## src/rtl/regfile_read_arbiter_if.sv

```systemverilog
// Bundle of requester, consumer and grant signals shared by the read arbiter
// and whatever drives it; master drives requests/data/ack, slave arbitrates.
interface regfile_read_arbiter_if #(
  parameter int WIDTH = 16
);
  logic [3:0]       req;
  logic [WIDTH-1:0] d0;
  logic [WIDTH-1:0] d1;
  logic [WIDTH-1:0] d2;
  logic [WIDTH-1:0] d3;
  logic             ack;
  logic [3:0]       gnt;
  logic [1:0]       select;
  logic [WIDTH-1:0] dout;
  logic             dout_valid;
  logic             busy;

  modport master (
    output req, d0, d1, d2, d3, ack,
    input  gnt, select, dout, dout_valid, busy
  );

  modport slave (
    input  req, d0, d1, d2, d3, ack,
    output gnt, select, dout, dout_valid, busy
  );
endinterface

```

## src/rtl/regfile_read_arbiter.sv

```systemverilog
// Four-way round-robin read arbiter with a per-owner beat quota and a single
// registered output beat that drains on ack independently of ownership.
module regfile_read_arbiter #(
  parameter int WIDTH    = 16,
  parameter int MAX_HOLD = 4
) (
  input logic                   clk,
  input logic                   rst_n,
  regfile_read_arbiter_if.slave bus
);
  typedef enum logic {IDLE = 1'b0, GRANT = 1'b1} state_t;

  localparam logic [3:0] HOLD_MAX = 4'(MAX_HOLD);

  state_t           state_q, state_d;
  logic [1:0]       owner_q, owner_d;
  logic [1:0]       last_q, last_d;
  logic [1:0]       select_q, select_d;
  logic [3:0]       gnt_q, gnt_d;
  logic [3:0]       hold_q, hold_d;
  logic [WIDTH-1:0] dout_q, dout_d;
  logic             dv_q, dv_d;
  logic             busy_q, busy_d;
  logic             load_s;
  logic [1:0]       winner_s;
  logic [WIDTH-1:0] owner_data_s;

  // Scan last+1, last+2, ... modulo 4; the last candidate is the previous owner.
  function automatic logic [1:0] pick_winner(input logic [3:0] r, input logic [1:0] last);
    logic [1:0] idx;
    logic [1:0] w;
    logic       found;
    w     = last + 2'd1;
    found = 1'b0;
    for (int k = 1; k <= 4; k++) begin
      idx = last + 2'(k);
      if (!found && r[idx]) begin
        w     = idx;
        found = 1'b1;
      end else begin
        found = found;
      end
    end
    return w;
  endfunction

  assign winner_s = pick_winner(bus.req, last_q);

  // Shared 4:1 read mux steered by the current owner.
  always_comb begin
    case (owner_q)
      2'd0:    owner_data_s = bus.d0;
      2'd1:    owner_data_s = bus.d1;
      2'd2:    owner_data_s = bus.d2;
      2'd3:    owner_data_s = bus.d3;
      default: owner_data_s = bus.d0;
    endcase
  end

  // Next-state, grant and beat-load decisions.
  always_comb begin
    state_d  = state_q;
    owner_d  = owner_q;
    last_d   = last_q;
    select_d = select_q;
    gnt_d    = gnt_q;
    hold_d   = hold_q;
    dout_d   = dout_q;
    dv_d     = dv_q;
    load_s   = 1'b0;
    case (state_q)
      IDLE: begin
        if (bus.req != 4'b0000) begin
          state_d  = GRANT;
          owner_d  = winner_s;
          select_d = winner_s;
          gnt_d    = 4'b0001 << winner_s;
          hold_d   = 4'd0;
        end else begin
          gnt_d    = 4'b0000;
        end
      end
      GRANT: begin
        if (!bus.req[owner_q]) begin
          state_d = IDLE;
          gnt_d   = 4'b0000;
          last_d  = owner_q;
        end else if (hold_q == HOLD_MAX) begin
          // Quota spent: yield only if someone else is waiting, else renew.
          if ((bus.req & ~(4'b0001 << owner_q)) != 4'b0000) begin
            state_d = IDLE;
            gnt_d   = 4'b0000;
            last_d  = owner_q;
          end else begin
            hold_d  = 4'd0;
          end
        end else if (!dv_q || bus.ack) begin
          load_s = 1'b1;
        end else begin
          load_s = 1'b0;
        end
      end
      default: begin
        state_d = IDLE;
        gnt_d   = 4'b0000;
      end
    endcase

    if (load_s) begin
      dout_d = owner_data_s;
      dv_d   = 1'b1;
      hold_d = hold_q + 4'd1;
    end else if (dv_q && bus.ack) begin
      dv_d   = 1'b0;
    end else begin
      dv_d   = dv_q;
    end
    busy_d = (state_d == GRANT);
  end

  // All arbiter state and outputs; reset leaves requester 0 next in line.
  always_ff @(posedge clk or negedge rst_n) begin
    if (!rst_n) begin
      state_q  <= IDLE;
      owner_q  <= 2'd0;
      last_q   <= 2'd3;
      select_q <= 2'd0;
      gnt_q    <= 4'b0000;
      hold_q   <= 4'd0;
      dout_q   <= '0;
      dv_q     <= 1'b0;
      busy_q   <= 1'b0;
    end else begin
      state_q  <= state_d;
      owner_q  <= owner_d;
      last_q   <= last_d;
      select_q <= select_d;
      gnt_q    <= gnt_d;
      hold_q   <= hold_d;
      dout_q   <= dout_d;
      dv_q     <= dv_d;
      busy_q   <= busy_d;
    end
  end

  assign bus.gnt        = gnt_q;
  assign bus.select     = select_q;
  assign bus.dout       = dout_q;
  assign bus.dout_valid = dv_q;
  assign bus.busy       = busy_q;
endmodule

```

## src/flat_wrapper.sv

```systemverilog
// flat-port wrapper written by rule: the top's interface ports become plain ports
module regfile_read_arbiter_flat 
#(
  parameter int WIDTH    = 16,
  parameter int MAX_HOLD = 4
)
  (clk, rst_n, bus_req, bus_d0, bus_d1, bus_d2, bus_d3, bus_ack, bus_gnt, bus_select, bus_dout, bus_dout_valid, bus_busy);
  regfile_read_arbiter_if #(.WIDTH(WIDTH)) bus_i ();
  input logic clk;
  input logic rst_n;
  input wire logic [$bits(bus_i.req)-1:0] bus_req;
  input wire logic [$bits(bus_i.d0)-1:0] bus_d0;
  input wire logic [$bits(bus_i.d1)-1:0] bus_d1;
  input wire logic [$bits(bus_i.d2)-1:0] bus_d2;
  input wire logic [$bits(bus_i.d3)-1:0] bus_d3;
  input wire logic [$bits(bus_i.ack)-1:0] bus_ack;
  output wire logic [$bits(bus_i.gnt)-1:0] bus_gnt;
  output wire logic [$bits(bus_i.select)-1:0] bus_select;
  output wire logic [$bits(bus_i.dout)-1:0] bus_dout;
  output wire logic [$bits(bus_i.dout_valid)-1:0] bus_dout_valid;
  output wire logic [$bits(bus_i.busy)-1:0] bus_busy;
  assign bus_i.req = bus_req;
  assign bus_i.d0 = bus_d0;
  assign bus_i.d1 = bus_d1;
  assign bus_i.d2 = bus_d2;
  assign bus_i.d3 = bus_d3;
  assign bus_i.ack = bus_ack;
  assign bus_gnt = bus_i.gnt;
  assign bus_select = bus_i.select;
  assign bus_dout = bus_i.dout;
  assign bus_dout_valid = bus_i.dout_valid;
  assign bus_busy = bus_i.busy;
  regfile_read_arbiter #(.WIDTH(WIDTH), .MAX_HOLD(MAX_HOLD)) u_core (.clk(clk), .rst_n(rst_n), .bus(bus_i));
endmodule
```

## config.mk

```make
export PLATFORM = sky130hd
export DESIGN_NAME = regfile_read_arbiter_flat
export DESIGN_NICKNAME = d
export VERILOG_FILES = /design/src/rtl/regfile_read_arbiter_if.sv /design/src/rtl/regfile_read_arbiter.sv /design/src/flat_wrapper.sv
export SDC_FILE = /design/constraint.sdc
export NUM_CORES = 1
export LEC_CHECK = 0
export BUFFER_PORTS_ARGS = -buffer_cell sky130_fd_sc_hd__buf_2
export CORE_ASPECT_RATIO = 1.25
export CORE_MARGIN = 1
export CORE_UTILIZATION = 48
export DETAILED_ROUTE_END_ITERATION = 10
export PLACE_DENSITY = 0.85
export SETUP_SLACK_MARGIN = 0.3
export SLEW_MARGIN = 15
export SYNTH_ARGS = -nofsm -noshare
export SYNTH_HDL_FRONTEND = slang
export SYNTH_SLANG_ARGS = --single-unit
```

## constraint.sdc

```tcl
create_clock -name clk -period 3.3 [get_ports clk]
set_clock_uncertainty 0.1 [all_clocks]
set_input_delay 0.99 -clock clk [delete_from_list [all_inputs] [get_ports clk]]
set_output_delay 0.99 -clock clk [all_outputs]
set_load 0.02 [all_outputs]
```

# Word level (Yosys, flattened, before mapping)
# Cells that the tools add are included.
# word_totals
out_inout_bits	24
regBits	30
wordCells	92
# classes
n_eq_ne	12
n_bitwise	3
shift	2
mux	42
reduce_logical	17
addsub	4
magnitude_cmp	5
# ops
cell	count
16-bit case mux with 4 select lines	1
4-bit 2-to-1 mux	9
1-bit 2-to-1 mux	18
4-bit case mux with 2 select lines	2
2-bit by 3-bit < comparator with 1-bit output, second input constant	5
3-bit != test, second input constant	5
2-bit 2-to-1 mux	6
1-bit binary-select mux with 2-bit select	5
4-bit nonzero test	2
1-bit by 2-bit left shift with 4-bit output, first input constant	2
2-bit adder, second input constant	2
4-bit by 1-bit adder with 4-bit output, second input constant	1
4-bit bitwise AND	1
2-bit equality test, second input constant	2
4-bit by 3-bit equality test with 1-bit output, second input constant	1
1-bit logical AND	4
1-bit logical NOT	4
2-bit != test, second input constant	2
4-bit inverter	1
2-bit AND reduction	2
4-bit AND reduction	1
3-bit by 1-bit != test with 1-bit output, second input constant	1
3-bit AND reduction	1
2-bit by 1-bit adder with 2-bit output, second input constant	1
other kinds (6)	6

# Longest topological paths before layout
# logic_depth
ltp_word	16
depth_mapped	8
ltp_nobuf	7

# Least setup slack after synthesis
# No wires, ideal clock.
# synth_path
kind	input to register
from	input bus_req[3]
to	register u_core.dout_q[10] (netlist: u_core.bus.dout[10])
required_time_ps	3075
stages	5
arrival_ps	2222
slack_ps	853
path_buffers	1
path_cell_list	mux4_2 > and3_4 > nand2_2 > buf_4 > mux2_2
# synth_via
elab_chain_cells	4
# synth_rtl
item	line	rtl
from (decl)	flat_wrapper.sv:11	input wire logic [$bits(bus_i.req)-1:0] bus_req;
1-bit binary-select mux with 2-bit select	regfile_read_arbiter.sv:84	if (!bus.req[owner_q]) begin
1-bit 2-to-1 mux (implied by the code)	regfile_read_arbiter.sv:84	
1-bit 2-to-1 mux	regfile_read_arbiter.sv:84	
1-bit 2-to-1 mux	regfile_read_arbiter.sv:71	case (state_q)
to (signal assigned)	regfile_read_arbiter.sv:140	dout_q <= dout_d;
to (decl)	regfile_read_arbiter.sv:21	logic [WIDTH-1:0] dout_q, dout_d;
# No other way between the ends. The select of a mux whose other input is x is not followed.
# A chain may end at the register's enable or synchronous reset.

# Final worst setup path
# layout_path
from	input bus_req[1]
to	register u_core.dout_q[14] (netlist: u_core.bus.dout[14])
# Same word-level chain as after synthesis.

==> results.txt <==
outcome = finished clean
highest-count cells in the layout ignoring fill and taps = 94 x sky130_fd_sc_hd__buf_2, 28 x sky130_fd_sc_hd__dfrtp_1, 17 x sky130_fd_sc_hd__mux4_2
Sink Count = 30
Post-synth top flop = sky130_fd_sc_hd__dfrtp_1
wire length of the first global-routing pass = 6800 µm
worst path required time = 3.36 ns
count of cells resized by post-cts repair = 0
combinational family with the most area after synthesis = multiplexers
cell count after synthesis = 133
post-route clock period utilization = 77.5%
synthesized area = 1780 µm²
placer congestion estimate = 0.804
adder-cell share of the synthesized area = 1.40%
Slew @ Worst Pin = 0.671 ns
WHS Endpoint = u_core.bus.gnt[0]
diode count = 0
gr ovfl total = 0
mean instance size in the synthesized netlist = 13.4 µm²
flop2flop setup slack = 1.04 ns
clock root cell = sky130_fd_sc_hd__clkbuf_8
Total Die Area = 3960 µm²
final count of pins violating max slew = 0
Max Freq = 391 MHz
area of the core = 3510 µm²
port bufs = 94
worst reg2reg path depth = 4
Crit path arrival time = 2.61 ns
uppermost metal layer occupied by signal nets = met4
DR WL met2 = 2110 µm
CTS H-tree depth = 2
wire length on met1 = 1510 µm
insertion delay of the later-clocked pin in the worst-skew pair = 0.27 ns
total setup violations reported at the end of the flow = 0
proportion of synthesized area in mux cells = 34.0%
worst-case vdd ir drop = 737 µV
horizontal die dimension = 56.5 µm
Die H = 70.1 µm
Max Fanout on Critical Path = 20
post-synthesis register bit count = 30
post-cts hold buffer count = 0
Post-Route WL = 3940 µm
number of buffers created by CTS = 5
DR WL met3 = 314 µm
cell area power density = 939 nW/µm²
sequential share of the synthesized area = 42.2%
min Tclk post-route = 2.56 ns
synthesized-area fraction occupied by ao, oa, aoi and oai cells = 8.84%
net count after synthesis = 206
hold-critical path depth = 2
element type at the critical path start = input pin
Synth-to-Final Area Change = 33.8%
Post-synth ARST share = 100%
number of detailed-routing iterations run before antenna repair = 4
Longest Clk Path Bufs = 2
Row Count = 24
remaining antenna violation count = 0
number of nets in the layout = 302
total of max-cap violations = 0
Synth Area in Simple Gates = 8.91%
library cells used by synthesis = 37
routed via count divided by cell count = 5.63
fraction of final layout cells with drive strength greater than 1 = 61.7%
final routed DRC violation total = 0
estimated wirelength of the detail-placed design = 3040 µm
most common library cell in the layout ignoring fill and taps = sky130_fd_sc_hd__buf_2
DR iter-0 viols = 61
effective utilization at floorplan = 50.7%
post-synthesis xor/xnor area fraction = 0.982%
startpoint of the lowest-slack register-to-register path = u_core.bus.select[0]
vias in the first global route = 1590
Leak = 0.00117 µW
setup repair after global routing missed its margin = no
Reg2Reg Capture Point = u_core.bus.dout[14]
Final Hold Viols = 0
num ports = 95
Min Hold Slack = 0.381 ns
clock transition at the registers of the reported paths = 0.06 ns
path category of the worst min-delay check = reg2reg
Post-CTS Repair Setup Buffers = 0
Setup CP Type = in2reg
Setup TNS = 0 ns
maximum number of pins on one net before global-route repair = 31
Min-Delay Startpoint = u_core.bus.gnt[0]
critical path endpoint category = flop
via count of the routed design = 1515
global-route usage over all layers = 22.1%
clock tree from TritonCTS = done
antenna violations before repair = 0
yosys synthesis warning count = 0
Slew Limit Headroom = 55.2%
WL/cell = 14.6 µm
number of enable-type register cells in the synthesized netlist = 0
## flip-flops by register name, indices dropped and copies added (netlist names)
name and count:
u_core.bus.dout 16, u_core.hold_q 4, u_core.bus.gnt 4, u_core.bus.select 2, u_core.state_q 1, u_core.last_q 2
u_core.bus.dout_valid 1
## cells by family after synthesis
logic type	after synthesis
adders and majority gates	2
AOI/OAI and AO/OA	20
muxes	37
DFF	30
and+or+nand+nor	29
buffers and inverters	13
xor gates and xnor gates	2
## per-layer routing
layer | vias up | GRT usage [%]
met4 | 0 | 4.88
met5 | - | 0
met3 | 2 | 6.11
met1 | 731 | 24.2
met2 | 75 | 41.6
li1 | 707 | -
## synthesized netlist by cell type, types with 2 or more instances
cell	count	area [µm²]
sky130_fd_sc_hd__a32o_1	3	30.0
sky130_fd_sc_hd__nor3b_1	3	22.5
sky130_fd_sc_hd__nand3_1	4	20.0
sky130_fd_sc_hd__dfstp_2	2	52.6
sky130_fd_sc_hd__mux4_2	17	383
sky130_fd_sc_hd__o221ai_1	3	26.3
sky130_fd_sc_hd__buf_2	3	15.0
sky130_fd_sc_hd__o21a_1	2	15.0
sky130_fd_sc_hd__nand2b_1	3	18.8
sky130_fd_sc_hd__xor2_1	2	17.5
sky130_fd_sc_hd__nor2_1	3	11.3
sky130_fd_sc_hd__inv_1	6	22.5
sky130_fd_sc_hd__ha_1	2	25.0
sky130_fd_sc_hd__mux2_2	16	180
sky130_fd_sc_hd__o21ai_0	3	15.0
sky130_fd_sc_hd__dfrtp_1	28	701
sky130_fd_sc_hd__nand2_1	9	33.8
sky130_fd_sc_hd__mux2_1	3	33.8
sky130_fd_sc_hd__a211o_1	3	26.3
## worst max-delay path by stage
stage	startpoint	end	slack [ns]	depth (start not counted)
after detailed placement	bus_req[1]	u_core.bus.dout[13]	0.44	5
after global placement	bus_req[0]	u_core.bus.dout[7]	0.51	5
final	bus_req[1]	u_core.bus.dout[14]	0.74	5
after CTS	bus_req[0]	u_core.bus.dout[13]	0.74	5
after floorplan	bus_req[3]	u_core.bus.dout[10]	0.85	5
after global routing	bus_req[1]	u_core.bus.dout[14]	0.67	5
## power by group
part           total, µW  switching, µW  internal [µW]
registers            698            141            556
clock network        341            130            210
logic               1200            603            600
total               2240            874           1370
## critical path, cell delays in order
cell and delay [ns]:
sky130_fd_sc_hd__buf_2 0.14, sky130_fd_sc_hd__mux4_2 0.51, sky130_fd_sc_hd__and3_4 0.21, sky130_fd_sc_hd__nand2_2 0.37, sky130_fd_sc_hd__mux2_2 0.39
## stage by stage
stage,util (%),cell area [µm²],power (µW),std cells,worst slack [ns]
after floorplan,-,1780,1600,133,0.853
after global routing,67.9,2390,2400,269,0.669
final,67.9,2390,2240,269,0.743
after CTS,67.9,2390,2270,269,0.736
after global placement,64.8,2280,1880,261,0.510
after detailed placement,64.8,2280,1920,261,0.441
## final cells by class
class                           count  area [µm²]
Tap cell                           39        48.8
Clock buffer                        8         110
Sequential cell                    30         753
Timing Repair Buffer               96         485
Multi-Input combinational cell     90         966
Inverter                            6        22.5
Fill cell                         264        1130
(Power assumes the default switching activity.)
